**src/rtl/fetch_sequencer_if.sv**
```systemverilog
// rtl/fetch_sequencer_if.sv - instruction-memory and decode handshake bundle for fetch_sequencer
//
// Purpose: groups the two handshakes of the fetch sequencer.
//   ImemReq/ImemAddr/ImemAck/ImemData : one-outstanding request to instruction memory
//   InstrValid/Instr/InstrPC/DecStall : single-entry output slot towards decode
// Modports:
//   master : the fetch sequencer (drives request and decode slot)
//   slave  : memory/decode side (drives ack, data and stall)
interface fetch_sequencer_if #(
  parameter int ADDR_W = 32
);
  logic              ImemReq;
  logic [ADDR_W-1:0] ImemAddr;
  logic              ImemAck;
  logic [31:0]       ImemData;
  logic              InstrValid;
  logic [31:0]       Instr;
  logic [ADDR_W-3:0] InstrPC;
  logic              DecStall;

  modport master (
    output ImemReq, ImemAddr, InstrValid, Instr, InstrPC,
    input  ImemAck, ImemData, DecStall
  );

  modport slave (
    input  ImemReq, ImemAddr, InstrValid, Instr, InstrPC,
    output ImemAck, ImemData, DecStall
  );
endinterface

```
**src/rtl/fetch_sequencer.sv**
```systemverilog
// rtl/fetch_sequencer.sv - single-outstanding instruction fetch sequencer with redirect handling
//
// Purpose: walks a word-address PC, issues one instruction-memory request at a
// time and hands fetched words to decode through a one-entry slot. Control-flow
// redirects (jump, jump-register, taken branch) retarget the PC; a redirect that
// lands while a request is in flight lets that request finish and drops its data.
// Ports:
//   clk, rst_n            : clock, asynchronous active-low reset
//   Branch, Zero, Jump, JR: control-flow strobes for the instruction at BasePC
//   BasePC                : word address of the control-flow instruction
//   Imm16, TargetInstr    : branch word offset, jump word target
//   Regrs                 : byte-address register value for JR
//   bus (master)          : instruction-memory and decode handshakes
module fetch_sequencer #(
  parameter int                ADDR_W    = 32,
  parameter logic [ADDR_W-1:0] RESET_VEC = ADDR_W'(32'h0040_0000)
) (
  input  logic                  clk,
  input  logic                  rst_n,
  input  logic                  Branch,
  input  logic                  Zero,
  input  logic                  Jump,
  input  logic                  JR,
  input  logic [ADDR_W-3:0]     BasePC,
  input  logic [15:0]           Imm16,
  input  logic [25:0]           TargetInstr,
  input  logic [ADDR_W-1:0]     Regrs,
  fetch_sequencer_if.master     bus
);

  localparam int PW = ADDR_W - 2;

  typedef enum logic [1:0] {
    IDLE    = 2'd0,
    BUSY    = 2'd1,
    DISCARD = 2'd2
  } state_t;

  state_t          state, state_n;
  logic [PW-1:0]   pc, pc_n;
  logic [PW-1:0]   tgt, tgt_n;
  logic            valid, valid_n;
  logic [31:0]     instr, instr_n;
  logic [PW-1:0]   instr_pc, instr_pc_n;

  logic            redirect;
  logic            slot_free;
  logic [PW-1:0]   target;
  logic [PW-1:0]   jump_tgt;
  logic [PW-1:0]   branch_tgt;
  logic            unused_bits;

  // Regrs is a byte address; its low two bits never reach the word PC.
  assign unused_bits = ^Regrs[1:0];

  assign redirect  = Jump | (Branch & ~Zero);
  assign slot_free = ~valid | ~bus.DecStall;

  // Pseudo-direct jump keeps the region bits of the jump instruction's PC.
  // At the narrowest width the 26-bit target already spans the whole PC.
  generate
    if (PW > 26) begin : g_jump_wide
      assign jump_tgt = {BasePC[PW-1:26], TargetInstr};
    end else begin : g_jump_narrow
      assign jump_tgt = TargetInstr;
    end
  endgenerate

  // Branch offset is relative to the instruction after the branch; the sum
  // wraps silently modulo the PC width.
  assign branch_tgt = BasePC + PW'(1) + {{(PW-16){Imm16[15]}}, Imm16};

  always_comb begin
    target = branch_tgt;
    if (Jump) begin
      target = JR ? Regrs[ADDR_W-1:2] : jump_tgt;
    end
  end

  always_ff @(posedge clk or negedge rst_n) begin
    if (!rst_n) begin
      state <= IDLE;
    end else begin
      state <= state_n;
    end
  end

  always_comb begin
    state_n    = state;
    pc_n       = pc;
    tgt_n      = tgt;
    valid_n    = valid;
    instr_n    = instr;
    instr_pc_n = instr_pc;

    // Decode consumes the slot; a fill in the same cycle below overrides this.
    if (valid && !bus.DecStall) begin
      valid_n = 1'b0;
    end

    case (state)
      IDLE: begin
        if (redirect) begin
          // Whatever sits in the slot is on the wrong path.
          pc_n    = target;
          valid_n = 1'b0;
        end else if (slot_free) begin
          state_n = BUSY;
        end
      end

      BUSY: begin
        if (bus.ImemAck) begin
          if (redirect) begin
            pc_n = target;
          end else begin
            instr_n    = bus.ImemData;
            instr_pc_n = pc;
            valid_n    = 1'b1;
            pc_n       = pc + PW'(1);
          end
          state_n = IDLE;
        end else if (redirect) begin
          // PC must keep driving the held address; park the target instead.
          tgt_n   = target;
          state_n = DISCARD;
        end
      end

      DISCARD: begin
        if (bus.ImemAck) begin
          pc_n    = redirect ? target : tgt;
          state_n = IDLE;
        end else if (redirect) begin
          tgt_n = target;
        end
      end

      default: begin
        state_n = IDLE;
      end
    endcase
  end

  always_ff @(posedge clk or negedge rst_n) begin
    if (!rst_n) begin
      pc       <= RESET_VEC[ADDR_W-1:2];
      tgt      <= '0;
      valid    <= 1'b0;
      instr    <= '0;
      instr_pc <= '0;
    end else begin
      pc       <= pc_n;
      tgt      <= tgt_n;
      valid    <= valid_n;
      instr    <= instr_n;
      instr_pc <= instr_pc_n;
    end
  end

  assign bus.ImemReq    = (state != IDLE);
  assign bus.ImemAddr   = {pc, 2'b00};
  assign bus.InstrValid = valid;
  assign bus.Instr      = instr;
  assign bus.InstrPC    = instr_pc;

endmodule

```
**src/flat_wrapper.sv**
```systemverilog
// flat-port wrapper written by rule: the top's interface ports become plain ports
module fetch_sequencer_flat 
#(
  parameter int                ADDR_W    = 32,
  parameter logic [ADDR_W-1:0] RESET_VEC = ADDR_W'(32'h0040_0000)
)
  (clk, rst_n, Branch, Zero, Jump, JR, BasePC, Imm16, TargetInstr, Regrs, bus_ImemReq, bus_ImemAddr, bus_InstrValid, bus_Instr, bus_InstrPC, bus_ImemAck, bus_ImemData, bus_DecStall);
  fetch_sequencer_if #(.ADDR_W(ADDR_W)) bus_i ();
  input  logic clk;
  input  logic rst_n;
  input  logic Branch;
  input  logic Zero;
  input  logic Jump;
  input  logic JR;
  input  logic [ADDR_W-3:0] BasePC;
  input  logic [15:0] Imm16;
  input  logic [25:0] TargetInstr;
  input  logic [ADDR_W-1:0] Regrs;
  output wire logic [$bits(bus_i.ImemReq)-1:0] bus_ImemReq;
  output wire logic [$bits(bus_i.ImemAddr)-1:0] bus_ImemAddr;
  output wire logic [$bits(bus_i.InstrValid)-1:0] bus_InstrValid;
  output wire logic [$bits(bus_i.Instr)-1:0] bus_Instr;
  output wire logic [$bits(bus_i.InstrPC)-1:0] bus_InstrPC;
  input wire logic [$bits(bus_i.ImemAck)-1:0] bus_ImemAck;
  input wire logic [$bits(bus_i.ImemData)-1:0] bus_ImemData;
  input wire logic [$bits(bus_i.DecStall)-1:0] bus_DecStall;
  assign bus_ImemReq = bus_i.ImemReq;
  assign bus_ImemAddr = bus_i.ImemAddr;
  assign bus_InstrValid = bus_i.InstrValid;
  assign bus_Instr = bus_i.Instr;
  assign bus_InstrPC = bus_i.InstrPC;
  assign bus_i.ImemAck = bus_ImemAck;
  assign bus_i.ImemData = bus_ImemData;
  assign bus_i.DecStall = bus_DecStall;
  fetch_sequencer #(.ADDR_W(ADDR_W), .RESET_VEC(RESET_VEC)) u_core (.clk(clk), .rst_n(rst_n), .Branch(Branch), .Zero(Zero), .Jump(Jump), .JR(JR), .BasePC(BasePC), .Imm16(Imm16), .TargetInstr(TargetInstr), .Regrs(Regrs), .bus(bus_i));
endmodule
```
**config.mk**
```make
export PLATFORM = sky130hd
export DESIGN_NAME = fetch_sequencer_flat
export DESIGN_NICKNAME = d
export VERILOG_FILES = /design/src/rtl/fetch_sequencer_if.sv /design/src/rtl/fetch_sequencer.sv /design/src/flat_wrapper.sv
export SDC_FILE = /design/constraint.sdc
export NUM_CORES = 1
export LEC_CHECK = 0
export ABC_AREA = 1
export CORE_MARGIN = 2
export CORE_UTILIZATION = 65
export CTS_CLUSTER_SIZE = 12
export DETAILED_ROUTE_END_ITERATION = 16
export DONT_BUFFER_PORTS = 1
export GPL_ROUTABILITY_DRIVEN = 0
export PLACE_DENSITY = 0.81
export SLEW_MARGIN = 5
export SYNTH_ARGS = -nofsm -noshare
export SYNTH_HDL_FRONTEND = slang
export SYNTH_SLANG_ARGS = --single-unit
```
**constraint.sdc**
```tcl
create_clock -name clk -period 3.66 [get_ports clk]
set_input_delay 0.366 -clock clk [delete_from_list [all_inputs] [get_ports clk]]
set_output_delay 0.366 -clock clk [all_outputs]
set_load 0.02 [all_outputs]
```
==> results.yml <==
clock_tree:
  ctsHtreeMaxLevel: 4
  clk_latency_ps: 420
  max-clock-path-buffers: 2
  cts.clk_slew.worst_paths_ps: 60
  post_cts_buffers: 0
  clock_sinks: 125
  cts_tree: "yes"
  cts_made_buffers: 17
  cts-root-buf: "clkbuf_16"
final_layout:
  fin_util_pct: 72.2
  fin_cells: 1592
  final_nets: 1578
  fillers: 1125
  syn_to_final_growth_pct: 7.39
  drive_gt1_share_pct: 6.87
die:
  die_w_um: 124
  die_y_um: 124
  start_util_pct: 67.3
  io_pins: 240
  rows: 43
  die_area_um2: 15500
  core_region_area_um2: 14000
logic_synthesis:
  yosysMostFrequentCell: "nand2_1"
  synth_top_area_share_pct: 33.0
  synth_area_leader_cell: "dfrtp_1"
  synth-seq-area-share_pct: 33.3
  ys.flop_type: "dfrtp_1"
  ys_async_sr_fraction_pct: 100
  synth_area_leaders: "dfrtp_1, nand2_1, o21ai_0, inv_1, nand3_1"
  synth.distinct_cells: 45
  netlist_top_cells_count: "nand2_1, inv_1, o21ai_0"
  syn_inst: 1424
  syn_avg_cell_area_um2: 6.61
  syn_area_um2: 9410
  synth_edf_count: 0
  ys_seq_elements: 125
  yosys_warnings: 0
sta:
  hold_violations: 0
  fin_setup_tns_ps: 0
  rsz0062_at_grt: "no"
  finalSetupViolations: 0
  min_period_ps: 2710
  maxSlewHeadroom_pct: 39.2
  fin_skew_ps: 7.65
  tightest_slew_ps: 913
  period_share_pct: 74.1
  slew_violations: 0
  max_freq_mhz: 369
grt:
  first_global_vias: 8642
  met1_usage_pct: 43.2
  grt_pass1_wl_mm: 42.8
  antenna_found_initial: 1
  use_met3_pct: 7.39
  grtUsageMet2_pct: 57.0
  grt_start_max_net_pins: 126
  track_usage_pct: 34.1
  overflow: 0
  grt-busiest-layer: "met2"
route:
  wl_per_cell_um: 16.7
  dr.pass1.iters: 6
  ant_nets: 0
  drt-initial-drc-count: 858
  postRouteWirelength_mm: 26.6
  drcViolationCount: 0
  vias: 9216
  vias_per_cell: 5.79
setup_path:
  end_kind: "flop"
  crit_path_max_fanout: 44
  cp.required_ps: 3950
  path_class: "reg2reg"
  worstPathArrival_ps: 3000
  crit_path_start_kind: "flop"
  reg2reg_slack_ps: 950
power:
  p_leak_uw: 0.00528
  p_seq_share_pct: 40.9
  clockPowerShare_pct: 21.2
  combPwrFrac_pct: 38.0
  p_switching_uw: 3900
  powerDensity_nw_per_um2: 805
  internal-power_uw: 4230
  switching_share_pct: 48.0
  vdd_drop_max_mv: 0.377
  power.total_uw: 8130
place:
  dp_hpwl_mm: 19.1
  dp.cells: 1558
  port_buffers: 0
worst_hold_path:
  hold_path_class: "in2reg"
run_status:
  outcome: "complete, no violations"
job:
  drv_cap: 0
==> stage by stage <==
| step | instance area, um2 | setup slack, ps | hold slack [ps] |
|---|---|---|---|
| global placement | 9460 | 1000 | 72.3 |
| finish | 10100 | 948 | 97.3 |
| detailed placement | 9460 | 982 | 73.8 |
| global route | 10100 | 757 | 89.9 |
| CTS | 10100 | 1030 | 92.2 |
| floorplan | 9410 | 1480 | 70.4 |
==> registers in the layout, summed over array words and instances (netlist names) <==
name                   count
u_core.bus.Instr          32
u_core.tgt                30
u_core.pc                 30
u_core.bus.InstrValid      1
u_core.state               2
u_core.bus.InstrPC        30
==> cell type report <==
class	instances	area [um2]	share of cell area (%)
sequential	125	3130	31.0
multi-input combinational	1070	5370	53.2
inverter	174	653	6.46
timing repair buffer	11	118	1.16
clock buffer	18	439	4.35
antenna	1	2.50	0.0248
clock inverter	13	165	1.63
tap	180	225	2.23
==> worst max-delay path, cell delays in order, from the launching register on <==
cell,delay (ps)
dfrtp_1,390
inv_1,80
ha_1,280
buf_4,380
inv_1,360
nor2_1,210
inv_1,370
o31ai_1,480
==> kinds of logic after synthesis <==
group / count (synthesis) / share of synthesized area [%]
xor+xnor: 26 / 2.42
other cells: 1 / 0.0399
fa+ha+maj: 35 / 4.73
mux: 35 / 4.19
compound gates: 227 / 12.9
flops: 125 / 33.3
buf+inv: 230 / 9.92
simple gates: 745 / 32.6
==> worst paths after layout <==
| kind | from | end | cells past startpoint |
|---|---|---|---|
| max | u_core.state[0] | u_core.tgt[2] | 7 |
| min | bus_ImemData[28] | u_core.bus.Instr[28] | 1 |
| max reg2reg | u_core.state[0] | u_core.tgt[2] | 7 |
| min reg2reg | u_core.tgt[0] | u_core.tgt[0] | 2 |
| max in group asynchronous | rst_n | u_core.bus.InstrPC[18] | 2 |
| min in group asynchronous | rst_n | u_core.tgt[1] | 2 |
==> what timing repair did <==
item | 4_1_cts | 5_1_grt
endpoints found under the hold margin | 125 | 0
gates resized for setup | 0 | 0
hold buffers | 2 | 0
==> power groups by stage <==
stage                     Combinational, uW  Clock [uW]  Sequential [uW]
after floorplan                        2400           0             3100
after CTS                              3050        1720             3320
after detailed placement               2960           0             3330
after global placement                 2840           0             3290
final                                  3090        1720             3320
after global routing                   3500        1800             3400
==> layer usage <==
metal  wire [um]  up-vias
met5           0        -
met4         849        0
met3        2570       71
met2       12500      523
met1       10600     4115
li1            -     4507
==> layout by cell type, fill, tap and decap left out, types with 4 or more instances in the layout <==
cell / n
o21ai_0: 143
ha_1: 34
inv_1: 172
a21oi_1: 41
o31ai_1: 4
dfrtp_1: 124
mux2_2: 35
nor2_1: 115
xor2_1: 24
o21bai_1: 4
clkbuf_16: 17
buf_4: 8
clkinv_4: 4
nand4_1: 5
or2_2: 4
nor3_1: 16
a31oi_1: 11
nand2_1: 495
o21ai_1: 6
nand3_1: 88
o211ai_1: 10
No activity file was read; power rests on OpenSTA's default activity.
